## config.mk

```make
export PLATFORM = sky130hd
export DESIGN_NAME = ins_fetch_ctrl
export DESIGN_NICKNAME = d
export VERILOG_FILES = /design/src/rtl/ins_fetch_pkg.sv /design/src/rtl/ins_fetch_skid.sv /design/src/rtl/ins_fetch_ctrl.sv
export SDC_FILE = /design/constraint.sdc
export NUM_CORES = 1
export LEC_CHECK = 0
export BUFFER_PORTS_ARGS = -buffer_cell sky130_fd_sc_hd__buf_2
export CAP_MARGIN = 10
export CORE_MARGIN = 5
export CORE_UTILIZATION = 50
export CTS_CLUSTER_DIAMETER = 150
export DETAILED_ROUTE_END_ITERATION = 10
export PLACE_DENSITY = 0.76
export SYNTH_ARGS = -nofsm -noshare
export SYNTH_HDL_FRONTEND = slang
export SYNTH_SLANG_ARGS = --single-unit
export TNS_END_PERCENT = 1
```

## constraint.sdc

```tcl
create_clock -name clk -period 2.6 [get_ports clk]
set_input_delay 0.39 -clock clk [delete_from_list [all_inputs] [get_ports clk]]
set_output_delay 0.39 -clock clk [all_outputs]
set_load 0.01 [all_outputs]
```

## src/rtl/ins_fetch_pkg.sv

```systemverilog
// Shared types and constants for the instruction fetch sequencer.
// HALTED is only reachable when INS_FETCH_HALT_EN is defined.
package ins_fetch_pkg;

    localparam int ADDR_W_DEF = 8;
    localparam int INS_W_DEF  = 16;

    localparam logic [15:0] HALT_OPCODE = 16'hFFFF;

    typedef enum logic [1:0] {
        IDLE,
        RUN,
        HALTED
    } fetch_state_t;

    // One buffered instruction together with the address it came from.
    typedef struct packed {
        logic [INS_W_DEF-1:0]  ins;
        logic [ADDR_W_DEF-1:0] pc;
    } fetch_entry_t;

endpackage

```

## src/rtl/ins_fetch_skid.sv

```systemverilog
// Two-entry FIFO holding returned instructions until decode pops them.
// A flush empties it in one edge and overrides any push or pop in that cycle.
module ins_fetch_skid #(
    parameter int DATA_W = 24
) (
    input  logic              clk,
    input  logic              rst_n,
    input  logic              push,
    input  logic              pop,
    input  logic              flush,
    input  logic [DATA_W-1:0] din,
    output logic [DATA_W-1:0] dout,
    output logic [1:0]        count
);

    logic [DATA_W-1:0] ent0;
    logic [DATA_W-1:0] ent1;

    always_ff @(posedge clk or negedge rst_n) begin
        if (!rst_n) begin
            ent0  <= '0;
            ent1  <= '0;
            count <= 2'd0;
        end else if (flush) begin
            count <= 2'd0;
        end else begin
            // ent0 is always the head; a pop shifts ent1 forward.
            if (pop) begin
                if (count == 2'd2)
                    ent0 <= ent1;
                else if (push)
                    ent0 <= din;
                if (push && count == 2'd2)
                    ent1 <= din;
            end else if (push) begin
                if (count == 2'd0)
                    ent0 <= din;
                else
                    ent1 <= din;
            end
            count <= count + 2'(push) - 2'(pop);
        end
    end

    assign dout = ent0;

`ifndef SYNTHESIS
    always_ff @(posedge clk) begin
        if (rst_n && !flush)
            assert (!(push && !pop && count == 2'd2));
    end
`endif

endmodule

```

## src/rtl/ins_fetch_ctrl.sv

```systemverilog
// Fetch sequencer: PC, run/idle FSM, issue credit and squash in front of a 1-cycle ROM.
// Define INS_FETCH_HALT_EN to stop fetching when HALT_OPCODE is returned.
module ins_fetch_ctrl
    import ins_fetch_pkg::*;
#(
    parameter int                 ADDR_W   = ADDR_W_DEF,
    parameter int                 INS_W    = INS_W_DEF,
    parameter logic [ADDR_W-1:0]  RESET_PC = '0
) (
    input  logic              clk,
    input  logic              rst_n,
    input  logic              fetch_en,
    output logic [ADDR_W-1:0] mem_add,
    input  logic [INS_W-1:0]  mem_ins,
    input  logic              redirect_valid,
    input  logic [ADDR_W-1:0] redirect_pc,
    output logic              ins_valid,
    input  logic              ins_ready,
    output logic [INS_W-1:0]  ins_out,
    output logic [ADDR_W-1:0] ins_pc,
    output logic              halt
);

    fetch_state_t      state, state_nxt;
    logic [ADDR_W-1:0] pc;
    logic [ADDR_W-1:0] issued_pc;
    logic              inflight;
    logic [1:0]        count;
    logic              pop, push, issue, squash, halt_push;

    assign mem_add   = pc;
    assign ins_valid = (count != 2'd0);
    assign pop       = ins_valid & ins_ready;

    // A return is dropped if a redirect lands on it or fetch has halted.
    assign squash = redirect_valid | (state == HALTED);
    assign push   = inflight & ~squash;

    // Credit: buffered + in-flight entries after this pop must leave room.
    assign issue = (state == RUN) && !redirect_valid &&
                   (({1'b0, count} + {2'b0, inflight}) < (3'd2 + {2'b0, pop}));

`ifdef INS_FETCH_HALT_EN
    assign halt_push = push && (mem_ins == INS_W'(HALT_OPCODE));
    assign halt      = (state == HALTED);
`else
    assign halt_push = 1'b0;
    assign halt      = 1'b0;
`endif

    always_comb begin
        state_nxt = state;
        if (redirect_valid) begin
            state_nxt = fetch_en ? RUN : IDLE;
        end else begin
            case (state)
                IDLE:    if (halt_push) state_nxt = HALTED;
                         else if (fetch_en) state_nxt = RUN;
                RUN:     if (halt_push) state_nxt = HALTED;
                         else if (!fetch_en) state_nxt = IDLE;
                HALTED:  state_nxt = HALTED;
                default: state_nxt = IDLE;
            endcase
        end
    end

    always_ff @(posedge clk or negedge rst_n) begin
        if (!rst_n) begin
            state     <= IDLE;
            pc        <= RESET_PC;
            issued_pc <= '0;
            inflight  <= 1'b0;
        end else begin
            state    <= state_nxt;
            inflight <= issue;
            if (redirect_valid)
                pc <= redirect_pc;
            else if (issue)
                pc <= pc + 1'b1;
            if (issue)
                issued_pc <= pc;
        end
    end

    ins_fetch_skid #(
        .DATA_W (INS_W + ADDR_W)
    ) u_skid (
        .clk   (clk),
        .rst_n (rst_n),
        .push  (push),
        .pop   (pop),
        .flush (redirect_valid),
        .din   ({mem_ins, issued_pc}),
        .dout  ({ins_out, ins_pc}),
        .count (count)
    );

endmodule

```

==> impl_metrics.yaml, run 1 <==
run_status:
  status: "finished, final reports clean"
worst_setup_path:
  startpoint_type: "register"
  cp_data_required_time_ns: 2.85
  worstPathArrival_ns: 2.42
  cp-endpoint: "mem_add[3]"
  criticalPathCategory: "reg -> reg"
  r2r_end: "mem_add[3]"
  crit_fanout: 11
  rrSetupSlack_ns: 0.42
  reg2reg_from: "u_skid.count[0]"
  startpoint: "u_skid.count[0]"
  cp-end-kind: "register"
  reg2regPathDepth: 5
timing:
  rsz0062_at_grt: "no"
  worst_pin_slew_ns: 0.809
  post-route-min-period_ns: 2.18
  hold_violations: 0
  slew_headroom_pct: 46.1
  drv_slew: 0
  timing.setup.tns_ns: 0
  fin_crit_sh_pct: 83.7
  finClkSkew_ns: 0.00611
  setup_viol: 0
  fmax_mhz: 459
hold_path:
  hp-class: "in -> async"
yosys:
  yosysWarnings: 0
  synth_cell_type_count: 37
  ys_seq_area_share_pct: 53.9
  synthCells: 236
  syn_area_um2: 3200
  synth_compound_gate_area_share_pct: 3.67
  synth_nets: 270
  yosys.area_share.simple_pct: 8.83
  post_synth.cell_area_avg_um2: 13.6
  synth_async_sr_flop_share_pct: 100
  synth_fa_ha_area_share_pct: 1.95
  synth_xor_area_share_pct: 0.547
  synth_top_family_by_area: "multiplexers"
  synth_area_leaders: "dfrtp_1, mux2_2, ha_1"
  ys_ff_latch: 69
  synthMuxAreaShare_pct: 28.1
  synth.largest_area_cell: "dfrtp_1"
  synth_edf_count: 0
  yosys_most_used_dff: "dfrtp_1"
  synth_top_area_share_pct: 53.9
clocking:
  cts_buffers: 9
  tritoncts: "done"
  clk_pin_slew_ns: 0.07
  cts_max_path_buffers: 2
  clk_latency_ns: 0.32
  cts-root-buf: "clkbuf_8"
  cts_resized: 0
  cts.htree.levels: 3
  cts-hold-fix-buffers: 0
  cts.sinks: 69
  post-cts-setup-buffer-count: 0
place:
  io_buffer_count: 61
  gp_congestion: 0.798
  hpwl_um: 4320
routing:
  drt_pass1_iterations: 4
  via_per_inst: 5.49
  route.detailed.drc: 0
  routed_wl_um: 6240
  antenna_left: 0
  routedWlPerCell_um: 16.4
  num_vias: 2092
  drt_iter0_markers: 84
grt:
  grt_max_degree: 36
  grt_pass1_vias: 2281
  grt_usage_pct: 16.0
  grt_pass1_wl_um: 10700
  grt_overflow: 0
  antenna_found_initial: 0
die:
  die_area_um2: 8100
  core.rowCount: 29
  start_util_pct: 51.0
  core_area_um2: 6280
  die_x_um: 90.0
  io-pin-count: 63
  die_y_um: 90.0
power:
  seqPwrFrac_pct: 46.7
  intPower_w: 0.00265
  powerDensity_nw_per_um2: 1040
  pwr-share-clk_pct: 18.7
  comb_power_share_pct: 34.6
  p_leak_nw: 1.75
  switchingPower_w: 0.00123
  ir_drop_v: 0.000630
  netSwitchingFraction_pct: 31.8
  power_w: 0.00388
cells_and_area:
  syn_to_final_growth_pct: 16.7
  multiInputGateArea_um2: 1390
  register_area_um2: 1730
  drive_gt1_share_pct: 52.6
  nNetsFinal: 334
  antenna_cells: 0
  fillers: 537
run:
  cap_violations: 0
[power groups by stage]
stage / registers (W) / clock network [W] / logic (W)
after detailed placement: 0.00183 / 0 / 0.00137
after global placement: 0.00180 / 0 / 0.00132
final: 0.00181 / 0.000727 / 0.00134
after global routing: 0.00187 / 0.000799 / 0.00149
after floorplan: 0.00187 / 0 / 0.000842
after CTS: 0.00181 / 0.000753 / 0.00138
[worst min-delay path by stage]
stage	from	to	slack [ns]
detailed placement	state[0]	state[1]	0.47
finish	rst_n	u_skid.ent1[16]	0.16
global route	rst_n	u_skid.dout[20]	0.22
global placement	state[0]	state[1]	0.47
floorplan	rst_n	inflight	0.09
CTS	rst_n	u_skid.dout[19]	0.18
[cells in the final DEF, fill, tap and decap left out, drive strengths merged, types with 4 or more instances in the layout]
master	count
buf	65
clkbuf	13
dfrtp	69
ha	5
inv	6
mux2	80
nand2	8
nand4	9
nor2	7
o21ai	5
or4	4
[logic make-up (layout without fill, tap and decap cells)]
logic type	after synthesis	count (layout)
mux	80	80
xor+xnor	2	2
other cells	1	1
buf+inv	18	86
flops	69	69
compound gates	17	17
fa+ha+maj	5	5
simple gates	44	44
[synthesized netlist by cell type, types with 2 or more instances]
cell type	count
mux2_2	80
inv_1	6
buf_4	2
buf_2	6
nor2_1	6
or3_1	2
a31oi_1	3
nand2_1	8
nand3_1	3
ha_1	5
clkbuf_1	3
nand4_1	9
or4_1	4
o211ai_1	3
o21ai_0	4
dfrtp_1	69
and2_1	2
and3_1	2
[metrics by stage]
stage	setup slack, ns	utilization [%]	cell area [um^2]	hold slack, ns	cells
after global routing	0.348	59.5	3740	0.223	381
after floorplan	0.579	-	3200	0.0944	236
after CTS	0.426	59.5	3740	0.179	381
after global placement	0.472	57.0	3580	0.468	366
after detailed placement	0.419	57.0	3580	0.468	366
final	0.424	59.5	3740	0.160	381
[state kept, by name (all words and copies together) (netlist names)]
| signal | cells |
|---|---|
| mem_add | 8 |
| inflight | 1 |
| u_skid.ent1 | 24 |
| state | 2 |
| u_skid.count | 2 |
| u_skid.dout | 24 |
| issued_pc | 8 |
[per-layer routing]
metal	share of wire, %	wire length (um)	track usage (%)
met3	5.8	361	4.17
met2	48	3000	25.2
met4	1.5	95	6.95
met1	45	2780	20.9
met5	0	0	0
[area by class of cell]
| class | instances | share of cell area, % |
|---|---|---|
| clock buffer | 13 | 3.98 |
| clock inverter | 2 | 0.268 |
| inverter | 6 | 0.603 |
| multi-input combinational | 149 | 37.1 |
| sequential | 69 | 46.2 |
| tap | 77 | 2.58 |
| timing repair buffer | 65 | 9.31 |
[critical path, cell delays in order (launching register included)]
cell,delay (ns)
dfrtp_1,0.41
ha_1,0.20
ha_1,0.23
or4b_4,0.60
or4_1,0.49
a31oi_1,0.17
Power figures use the tool's default switching activity.
==> inputs of run 2 (changes only) <==
- CORE_UTILIZATION: 50 -> 49
- PLACE_DENSITY: 0.76 -> 0.78
- clock period: 2.6 -> 1.8 ns (I/O delays scaled with it)
==> run 2 against run 1 <==
The run now ends with setup timing left; die area is 1.8% higher; design area grew 8.4%; via count is 6.0% higher; first-iteration DRC count shrank 43%; highest routed layer unchanged; critical endpoint is now mem_add[0]; critical path type unchanged; hold slack got worse by 0.027 ns; largest power group unchanged; combinational power grew 64%; utilization increased by 4.3 points; total power up 58%.
==> impl_metrics.yaml, run 2 (synthesized netlist as in run 1, its figures left out) <==
place:
  place_ws_ns: -0.253
  hpwl_um: 4550
  io_buffer_count: 61
  postPlaceCellArea_um2: 3790
  gp_congestion: 0.835
grt:
  grt_usage_pct: 17.3
  grt_max_degree: 25
  grt_overflow: 0
  antenna_found_initial: 0
  grt_pass1_wl_um: 11500
  grt_pass1_vias: 2299
timing:
  slew_headroom_pct: 59.5
  rsz0062_at_grt: "yes"
  hold_violations: 0
  fin_crit_sh_pct: 113
  post-route-min-period_ns: 2.03
  setup_ws_ns: -0.229
  finalHoldWorstSlack_ns: 0.133
  fmax_mhz: 493
  setup_viol: 15
  finClkSkew_ns: 0.0116
  drv_slew: 0
  worst_pin_slew_ns: 0.607
worst_setup_path:
  max_stage_delay_ns: 0.57
  cp_slowest_cell: "or4b_4"
  criticalPathCategory: "reg -> reg"
  cp-end-kind: "register"
  worstPathCellList: "ha_2 > ha_4 > or4b_4 > buf_6 > o211a_1 > a211o_1"
  startpoint_type: "register"
  worstPathArrival_ns: 2.27
  crit_fanout: 6
  cp_data_required_time_ns: 2.04
die:
  die_area_um2: 8250
  io-pin-count: 63
  core_area_um2: 6350
  die_x_um: 90.8
  die_y_um: 90.8
  start_util_pct: 50.4
  core.rowCount: 29
clocking:
  clk_latency_ns: 0.34
  cts_max_path_buffers: 2
  clk_pin_slew_ns: 0.08
  cts.htree.levels: 3
  tritoncts: "done"
  cts_buffers: 9
  cts-root-buf: "clkbuf_8"
  cts.sinks: 69
cells_and_area:
  antenna_cells: 0
  nNetsFinal: 352
  drive_gt1_share_pct: 57.3
  syn_to_final_growth_pct: 26.5
  final_common_cell: "mux2_2"
  layout_common_cells: "mux2_2, dfrtp_1, buf_2"
  fin_area_um2: 4050
routing:
  drt_pass1_iterations: 4
  routedWlPerCell_um: 17.0
  routed_wl_um: 6780
  drt_iter0_markers: 48
  route.detailed.drc: 0
  antenna_left: 0
  num_vias: 2218
  via_per_inst: 5.55
hold_path:
  hp-class: "in -> reg"
power:
  p_leak_nw: 1.90
  powerDensity_nw_per_um2: 1520
  ir_drop_v: 0.000843
run_status:
  status: "finished, violations left"
  violations: "setup timing"
run:
  cap_violations: 0
## run 2: changes by cell type in the layout (fill, tap and decap cells not counted), sizes merged
cell	change
buf	+15
bufinv	+1
clkbuf	-3
clkinv	-2
clkinvlp	+3
dlygate4sd3	+1
inv	+2
nor2	+1
or4b	+1
## run 2: what timing repair did
item | in CTS | in global routing
hold buffers | 1 | 0
resized for setup | 3 | 2
gates cloned | 1 | 1
hold endpoints to repair | 21 | 0
endpoints found under the setup margin | 16 | 31
setup buffers | 0 | 1
pin swaps | 6 | 6
## run 2: stage by stage
step                      utilization, %  TNS [ns]  instances  power, W
after floorplan                        -     -2.37        236   0.00399
after global placement              59.7     -2.45        380   0.00473
after detailed placement            59.7     -2.75        380   0.00484
after CTS                           63.5     -3.05        398   0.00619
after global routing                63.8     -3.55        400   0.00653
final                               63.8     -2.63        400   0.00614
## run 2: critical path, delay by kind of cell, from the launching register on
| kind | cells | cell delay [ns] |
|---|---|---|
| flops | 1 | 0.40 |
| fa+ha+maj | 2 | 0.37 |
| compound gates | 2 | 0.42 |
| simple gates | 1 | 0.57 |
| buf+inv | 1 | 0.16 |
## run 2: path summary, 6_finish.rpt
path	end	cells after the start	slack, ns	startpoint
max	mem_add[0]	6	-0.23	u_skid.count[0]
min	state[0]	2	0.13	fetch_en
max reg2reg	mem_add[0]	6	-0.23	u_skid.count[0]
min reg2reg	u_skid.dout[15]	1	0.50	u_skid.dout[15]
max in group asynchronous	u_skid.ent1[4]	3	0.81	rst_n
min in group asynchronous	u_skid.dout[11]	2	0.48	rst_n
## run 2: layout make-up
type,instances,area (um^2)
clock buffer,10,138
clock inverter,6,70.1
fill,485,2300
inverter,6,22.5
multi-input combinational,151,1460
sequential,69,1730
tap,77,96.3
timing repair buffer,81,537
## run 2: report_power, final
part           internal (W)  total (W)  switching [W]  leakage (nW)
Combinational       0.00126    0.00220       0.000941         0.960
Clock              0.000687    0.00131       0.000619        0.0955
Sequential          0.00222    0.00263       0.000409         0.845
Total               0.00417    0.00614        0.00197          1.90
## run 2: routing by layer
| layer | track usage, % | share of wire [%] | vias to the layer above |
|---|---|---|---|
| li1 | - | - | 1039 |
| met1 | 22.7 | 44 | 1096 |
| met2 | 27.0 | 50 | 69 |
| met3 | 3.75 | 4.4 | 14 |
| met4 | 8.80 | 1.9 | 0 |
| met5 | 0 | 0 | - |
